===== src/rtl/bitty_pkg.sv =====
// rtl/bitty_pkg.sv - shared widths for the bitty core, retire tracker and retirement monitor
package bitty_pkg;

    localparam int INSTR_W    = 16;
    localparam int REG_W      = 16;
    localparam int NUM_REGS   = 8;
    localparam int REG_ADDR_W = 3;

endpackage


===== src/rtl/bitty_instr_fifo.sv =====
// rtl/bitty_instr_fifo.sv - in-order queue of issued instruction words awaiting retirement
//
// Ports:
//   clk, rst_n   clock, asynchronous active-low reset
//   push         write push_data (ignored while full)
//   push_data    word to enqueue
//   pop          remove head (ignored while empty)
//   pop_data     current head word, valid whenever empty=0
//   full, empty  occupancy flags decoded from the registered count
module bitty_instr_fifo #(
    parameter int W     = 16,
    parameter int DEPTH = 4
) (
    input  logic         clk,
    input  logic         rst_n,
    input  logic         push,
    input  logic [W-1:0] push_data,
    input  logic         pop,
    output logic [W-1:0] pop_data,
    output logic         full,
    output logic         empty
);

    localparam int PW = $clog2(DEPTH);
    localparam int CW = PW + 1;

    logic [W-1:0]  mem [DEPTH];
    logic [PW-1:0] wr_ptr;
    logic [PW-1:0] rd_ptr;
    logic [CW-1:0] count;
    logic          push_ok;
    logic          pop_ok;

    assign full     = (count == CW'(DEPTH));
    assign empty    = (count == '0);
    assign push_ok  = push && !full;
    assign pop_ok   = pop && !empty;
    assign pop_data = mem[rd_ptr];

    // Storage carries no reset; only the pointers/count define validity.
    always_ff @(posedge clk) begin
        if (push_ok) begin
            mem[wr_ptr] <= push_data;
        end
    end

    always_ff @(posedge clk or negedge rst_n) begin
        if (!rst_n) begin
            wr_ptr <= '0;
            rd_ptr <= '0;
            count  <= '0;
        end else begin
            if (push_ok) begin
                wr_ptr <= wr_ptr + PW'(1);
            end
            if (pop_ok) begin
                rd_ptr <= rd_ptr + PW'(1);
            end
            case ({push_ok, pop_ok})
                2'b10:   count <= count + CW'(1);
                2'b01:   count <= count - CW'(1);
                default: count <= count;
            endcase
        end
    end

endmodule


===== src/rtl/bitty_retire_tracker.sv =====
// rtl/bitty_retire_tracker.sv - queues issued instructions and publishes a register snapshot per retire
//
// Ports:
//   clk, rst_n                 clock, asynchronous active-low reset
//   issue_valid/issue_instr    instruction issued by the core
//   issue_ready                queue has room (not full)
//   retire                     oldest in-flight instruction completes
//   wb_en/wb_addr/wb_data      write-back of the retiring instruction
//   done                       one-cycle pulse, snapshot outputs valid
//   instruction, reg0..reg7    retired word and post-retire shadow registers (held between retires)
//   overflow_err               sticky: issue while full
//   underflow_err              sticky: retire while empty
module bitty_retire_tracker #(
    parameter int INSTR_W = bitty_pkg::INSTR_W,
    parameter int REG_W   = bitty_pkg::REG_W,
    parameter int DEPTH   = 4
) (
    input  logic                            clk,
    input  logic                            rst_n,
    input  logic                            issue_valid,
    input  logic [INSTR_W-1:0]              issue_instr,
    output logic                            issue_ready,
    input  logic                            retire,
    input  logic                            wb_en,
    input  logic [bitty_pkg::REG_ADDR_W-1:0] wb_addr,
    input  logic [REG_W-1:0]                wb_data,
    output logic                            done,
    output logic [INSTR_W-1:0]              instruction,
    output logic [REG_W-1:0]                reg0,
    output logic [REG_W-1:0]                reg1,
    output logic [REG_W-1:0]                reg2,
    output logic [REG_W-1:0]                reg3,
    output logic [REG_W-1:0]                reg4,
    output logic [REG_W-1:0]                reg5,
    output logic [REG_W-1:0]                reg6,
    output logic [REG_W-1:0]                reg7,
    output logic                            overflow_err,
    output logic                            underflow_err
);

    import bitty_pkg::*;

    logic [INSTR_W-1:0] head_instr;
    logic               fifo_full;
    logic               fifo_empty;
    logic               pop_ok;
    logic [REG_W-1:0]   shadow [NUM_REGS];

    // The queue itself gates push on full and pop on empty; the same
    // qualification is repeated here for the done pulse and error flags.
    bitty_instr_fifo #(
        .W     (INSTR_W),
        .DEPTH (DEPTH)
    ) u_fifo (
        .clk       (clk),
        .rst_n     (rst_n),
        .push      (issue_valid),
        .push_data (issue_instr),
        .pop       (retire),
        .pop_data  (head_instr),
        .full      (fifo_full),
        .empty     (fifo_empty)
    );

    assign issue_ready = !fifo_full;
    assign pop_ok      = retire && !fifo_empty;

    always_ff @(posedge clk or negedge rst_n) begin
        if (!rst_n) begin
            done          <= 1'b0;
            instruction   <= '0;
            overflow_err  <= 1'b0;
            underflow_err <= 1'b0;
            for (int i = 0; i < NUM_REGS; i++) begin
                shadow[i] <= '0;
            end
        end else begin
            done <= pop_ok;
            if (pop_ok) begin
                instruction <= head_instr;
                if (wb_en) begin
                    shadow[wb_addr] <= wb_data;
                end
            end
            if (issue_valid && fifo_full) begin
                overflow_err <= 1'b1;
            end
            if (retire && fifo_empty) begin
                underflow_err <= 1'b1;
            end
        end
    end

    // Shadow registers only change on a retire, so they double as the
    // held snapshot outputs.
    assign reg0 = shadow[0];
    assign reg1 = shadow[1];
    assign reg2 = shadow[2];
    assign reg3 = shadow[3];
    assign reg4 = shadow[4];
    assign reg5 = shadow[5];
    assign reg6 = shadow[6];
    assign reg7 = shadow[7];

endmodule

===== config.mk =====
export PLATFORM = sky130hd
export DESIGN_NAME = bitty_retire_tracker
export DESIGN_NICKNAME = d
export VERILOG_FILES = /design/src/rtl/bitty_pkg.sv /design/src/rtl/bitty_instr_fifo.sv /design/src/rtl/bitty_retire_tracker.sv
export SDC_FILE = /design/constraint.sdc
export NUM_CORES = 1
export LEC_CHECK = 0
export CAP_MARGIN = 10
export CORE_ASPECT_RATIO = 1.5
export CORE_MARGIN = 5
export CORE_UTILIZATION = 50
export CTS_CLUSTER_DIAMETER = 120
export CTS_CLUSTER_SIZE = 25
export DETAILED_ROUTE_END_ITERATION = 7
export PLACE_DENSITY = 0.77
export SETUP_SLACK_MARGIN = 0.4
export SYNTH_ARGS = -nofsm -noshare
export SYNTH_HDL_FRONTEND = slang
export SYNTH_SLANG_ARGS = --single-unit

===== constraint.sdc =====
create_clock -name clk -period 3.4 [get_ports clk]
set_input_delay 0.51 -clock clk [delete_from_list [all_inputs] [get_ports clk]]
set_output_delay 0.51 -clock clk [all_outputs]
set_load 0.02 [all_outputs]

Yosys cells after proc, flatten, opt, wreduce, memory -nomap -nowiden

Memory sizes are Yosys's and may differ from the RTL's. A register that Yosys moved wholly into a read port is not among the register bits.
Index checks and enable logic that the tools add are counted.

Word-level logic and storage cells: 42
Bits of input ports: 40
Output and inout port bits: 148
Memory bits (writable): 64
Memories kept: 1
Bits in registers: 138

Memories:

| name       | depth | width | read ports | clocked after memory_dff | write ports | RTL line               | text |
|---|---|---|---|---|---|---|---|
| u_fifo.mem | 4     | 16    | 1          | 1                        | 1           | bitty_instr_fifo.sv:27 | `logic [W-1:0] mem [DEPTH];` |

Bitwise logic cells: 1
Reduce and logical (&&, ||, !) cells: 11
Order comparisons: 2
Equality and inequality tests: 3
Muxes and demuxes: 6
Add/sub/neg operators: 4

Operators by type and width:

| cell                | count |
|---|---|
| $bwmux 128          | 1 |
| $demux 16 s3        | 1 |
| $mux 16             | 1 |
| $pmux 3 s2          | 1 |
| $logic_and 1x1->1   | 5 |
| $add 2x1->2 const B | 2 |
| $ge 4x4->1 const B  | 1 |
| $lt 4x1->1 const B  | 1 |
| $not 3->4           | 1 |
| $add 3x1->3 const B | 1 |
| $eq 3x3->1 const B  | 1 |
| $logic_not 1->1     | 3 |
| $logic_not 3->1     | 1 |
| $sub 3x1->3 const B | 1 |
| $eq 2x1->1 const B  | 1 |
| $eq 2x2->1 const B  | 1 |
| $mux 1              | 2 |
| $reduce_and 2->1    | 1 |
| $reduce_bool 2->1   | 1 |

Longest topological paths before layout

Word-level depth: 6
Mapped depth: 10
Mapped depth without buffers: 9

Modules after synthesis

A second synthesis with hierarchy kept.

Cell total of the unflattened synthesis: 474
Area, all modules: 8344.3 sq um

Modules (own cells, without submodules):

| module               | sequential area each (sq um) | times used | area each (sq um) | cells an instance |
|---|---|---|---|---|
| bitty_retire_tracker | 3678.5                       | 1          | 5569.1            | 353 |
| bitty_instr_fifo     | 2097.0                       | 1          | 2775.2            | 121 |

Least setup slack after synthesis

OpenSTA, ideal clock, no wires.

Path kind: flip-flop to flip-flop
Start: register u_fifo.count[0]
End: register u_fifo.count[2]
Library setup time: 130 ps
Data required time: 3270 ps
Clock period less this slack: 2293 ps
Arrival time: 2162 ps
Stages on the path, launching flop included: 11
Slack: 1107 ps
Path buffers: 2
Cell sequence: dfrtp_1 > buf_4 > o31ai_2 > inv_2 > clkbuf_1 > ha_1 > inv_1 > fa_1 > xor2_1 > nor2_1 > xor2_1

Cells in the longest elaborated chain, start to end: 5
Elaborated cells between the ends (all ways): 12
Classes of those cells: 2 x add/sub; 3 x eq/ne; 1 x mux; 6 x reduce/logical

Ends and longest elaborated chain:

| element                                         | RTL line                   | text |
|---|---|---|
| start: declaration                              | bitty_instr_fifo.sv:30     | `logic [CW-1:0] count;` |
| start signal: assignment                        | bitty_instr_fifo.sv:60     | `2'b10: count <= count + CW'(1);` |
| start signal: assignment                        | bitty_instr_fifo.sv:61     | `2'b01: count <= count - CW'(1);` |
| start signal: assignment                        | bitty_instr_fifo.sv:62     | `default: count <= count;` |
| $logic_not 3->1 (*)                             | bitty_instr_fifo.sv:35     | `assign empty = (count == '0);` |
| $logic_not 1->1 (*)                             | -                          |  |
| $logic_and 1x1->1 (*)                           | -                          |  |
| net pop_ok                                      | bitty_retire_tracker.sv:46 | `logic pop_ok;` |
| $eq 2x1->1 or $eq 2x2->1 (tied branches)        | bitty_instr_fifo.sv:59     | `case ({push_ok, pop_ok})` |
| $pmux 3 s2 or $reduce_bool 2->1 (tied branches) | -                          |  |

The timed path passes the listed nets; every way through them passes the cells marked *.
A chain may end at the register's enable or synchronous reset.

Worst setup path after layout

Start: register u_fifo.count[2]
End: output port issue_ready

Cells in the longest elaborated chain, start to end: 2

Ends and longest elaborated chain:

| element          | RTL line                   | text |
|---|---|---|
| $eq 3x3->1       | bitty_instr_fifo.sv:34     | `assign full = (count == CW'(DEPTH));` |
| $logic_not 1->1  | bitty_retire_tracker.sv:65 | `assign issue_ready = !fifo_full;` |
| end: declaration | bitty_retire_tracker.sv:22 | `output logic issue_ready,` |

No other way between the ends.

==> metrics <==
synth top area cells=dfrtp_1, edfxtp_1, mux2_2; Non-Filler Instances=881; Static Leakage=4.43 nW; routability cong.=0.834; WP depth=3; TritonRoute pass-1 iters=4; post-synth cell types=31; slew at the pin closest to its max-slew limit=0.808 ns; Post-synth EDFFs=64; post-layout min period=2.46 ns; Top Family by Delay on Critical Path=buffers and inverters; main flop type after synthesis=dfrtp_1; register area share after synthesis=0.695; combinational share of power=0.408; reg2reg start=u_fifo.count[2]$_DFFE_PN0P_; arrival time at the worst endpoint=1.95 ns; Iteration-0 DRC Markers=212; fin util=0.664; Critical Path Slowest Stage Cell=clkdlybuf4s50_1; largest net degree at the start of global routing=69; Final period util=0.722; WL/cell=between 20 and 25 um; CTS clk-pin slew, worst paths=0.10 ns; # Post-CTS Setup Buffers=0; Cell Int Power=6.33 mW; Mapped Nets=520; ant diodes=0; FFs w/ async S/R, synth=0.706; initial antenna violation count=0; core box area=16300 sq um; max_cap viols=0; Port Buf Inserts=187; Critical Path Start=u_fifo.count[2]$_DFFE_PN0P_; Final Hold Fails=0; Switching Power=approximately 3.2 mW; Synth Area per Inst=between 15 and 20 sq um; worst path cell trace=nor3b_1 > inv_1 > clkdlybuf4s50_1; Peak Freq=407 MHz; Final HPWL DP=13800 um; Syn Std Cell Area=8310 sq um; area grow syn2layout=30.0%; clock share of power=0.156; DRC viols=0; worst path bufs/invs=2; CTS sink cnt=218; normalized max-slew margin=0.461; Die H=between 150 and 200 um; area leader, netlist=dfrtp_1; PD cells=884 nW/um^2; first-pass GRT wire length=29700 um; routed via count=4747; Setup crit start kind=flop; Seq pwr share=0.436; CTS hold repair buffers=0; clock buffer depth=3; Skew-Pair Late Insertion Delay=0.46 ns; CTS resizes=0; Yosys top cell area share=0.464; Total Wirelength=18800 um; GR Util All Layers=0.197; vias in the first global route=5178; Sw Share=0.337; CTS root buf=clkbuf_16; die area=19300 sq um; Starting Density=0.511; status=complete, no violations; largest fanout on the critical path=6; worst hold path type=in2async; clock skew=around 0.013 ns; crit end category=primary output; Seq cells post-synth=~220; post-placement cell count=roughly 860; Worst EP required=approximately 2.9 ns; CTS tree=built; yosys warns=0; Overflow after GRT=0; vias per inst=around 5.4; Crit Path Class=reg2out; setup tns final=0 ns; I/O pin count=188; Final Max Slew Viols=0; Gate Count Post-Synth=474; Setup Viol. Count Final=0; cells on worst reg2reg path=9; ANT nets after route=0; share of cells above drive strength 1=0.277; RSZ-0062 raised after global routing=no; FP Rows=57; max incr delay on CP=0.54 ns; Layout Nets=718; Worst VDD drop=0.658 mV; CTS H-tree depth=1; Die W=about 120 um; Num CTS Buffers=12
## worst paths after layout
| path | endpoint | slack, ns |
|---|---|---|
| min in group clk | underflow_err$_DFFE_PN0P_ | 0.48 |
| min reg2reg | underflow_err$_DFFE_PN0P_ | 0.48 |
| max reg2reg | u_fifo.count[2]$_DFFE_PN0P_ | 1.13 |
| max | issue_ready | 0.94 |
| min | reg1[3]$_DFFE_PN0P_ | 0.02 |
| max in group asynchronous | overflow_err$_DFFE_PN0P_ | 2.54 |
## area by class of cell
class | instances | area [sq um]
multi-input cells | 230 | 2390
repair buffers | 202 | 2000
fillers | 1165 | 5460
clock buffers | 16 | 337
clock inverters | 1 | 8.76
inverters | 8 | 30.0
well taps | 206 | 258
flip-flops and latches | 218 | 5780
## layout by cell type, fill, tap and decap left out, types with 2 or more instances in the layout
cell | netlist | final
mux2_2 | 129 | 129
buf_4 | 7 | 14
inv_1 | 7 | 7
mux4_2 | 16 | 16
dfrtp_1 | 154 | 154
ha_1 | 5 | 5
nand4b_2 | 2 | 2
edfxtp_1 | 64 | 64
and2_1 | 4 | 4
xor2_1 | 2 | 2
a21o_1 | 2 | 2
nor2_1 | 2 | 2
nand2_1 | 50 | 50
clkbuf_16 | 0 | 13
xnor2_1 | 4 | 4
nor4b_4 | 2 | 2
clkbuf_1 | 4 | 3
clkdlybuf4s50_1 | 0 | 186
## cell usage after synthesis, drive strengths merged, types with 2 or more instances
library cell and count:
xor2 2, nand4b 2, mux2 129, and2 4, nor3 2, edfxtp 64, inv 8, mux4 16
a21o 2, ha 5, dfrtp 154, xnor2 4, nor4b 2, clkbuf 4, nor2 2, buf 14
nand2 50
## registers in the layout (all words and copies together), names as in the netlist, 16 cells and up
signal / cells
u_fifo.mem: 64
instruction: 16
reg0: 16
reg1: 16
reg2: 16
reg3: 16
reg4: 16
reg5: 16
reg6: 16
reg7: 16
## metrics by stage
stage	hold WS [ns]	power [mW]	worst slack [ns]	area, sq um
4_1_cts	0.0450	9.66	0.908	10800
3_3_place_gp	0.442	8.02	0.779	10500
5_1_grt	0.0681	10.1	0.825	10800
2_1_floorplan	0.214	6.13	1.11	8310
3_5_place_dp	0.463	8.17	0.717	10500
6_report	0.0211	9.55	0.944	10800
## power groups by stage
stage | combinational [mW] | sequential, mW | clock [mW]
2_1_floorplan | 1.21 | 4.92 | 0
3_3_place_gp | 3.86 | 4.16 | 0
3_5_place_dp | 3.95 | 4.22 | 0
4_1_cts | 3.97 | 4.17 | 1.53
5_1_grt | 4.15 | 4.26 | 1.64
6_report | 3.90 | 4.16 | 1.49
## routing by layer
metal  wire length [um]  share of wire  track usage  vias to the layer above
li1                   -              -            -                     2101
met1               7310           0.39        0.244                     2459
met3               1310          0.069       0.0399                       24
met4                402          0.021       0.0470                        0
met5                  0              0            0                        -
met2               9830           0.52        0.352                      163
## logic make-up after synthesis
group / count (synthesis) / share of synthesized area
XOR/XNOR: 6 / 0.00633
buffers and inverters: 26 / 0.0167
multiplexers: 146 / 0.219
adder cells (fa/ha/maj): 6 / 0.00994
AO/OA/AOI/OAI: 5 / 0.00783
flip-flops: 218 / 0.695
AND/OR/NAND/NOR: 67 / 0.0446
## worst register-to-register path: stages (launching register included)
cell and delay, ns:
dfrtp_1 0.52, nor3b_1 0.35, nor2b_1 0.20, inv_1 0.09, ha_1 0.17, inv_1 0.06, fa_1 0.37, xor2_1 0.15
nor2_1 0.11, xor2_1 0.17
Note: power is estimated with default switching activity, not from simulation.
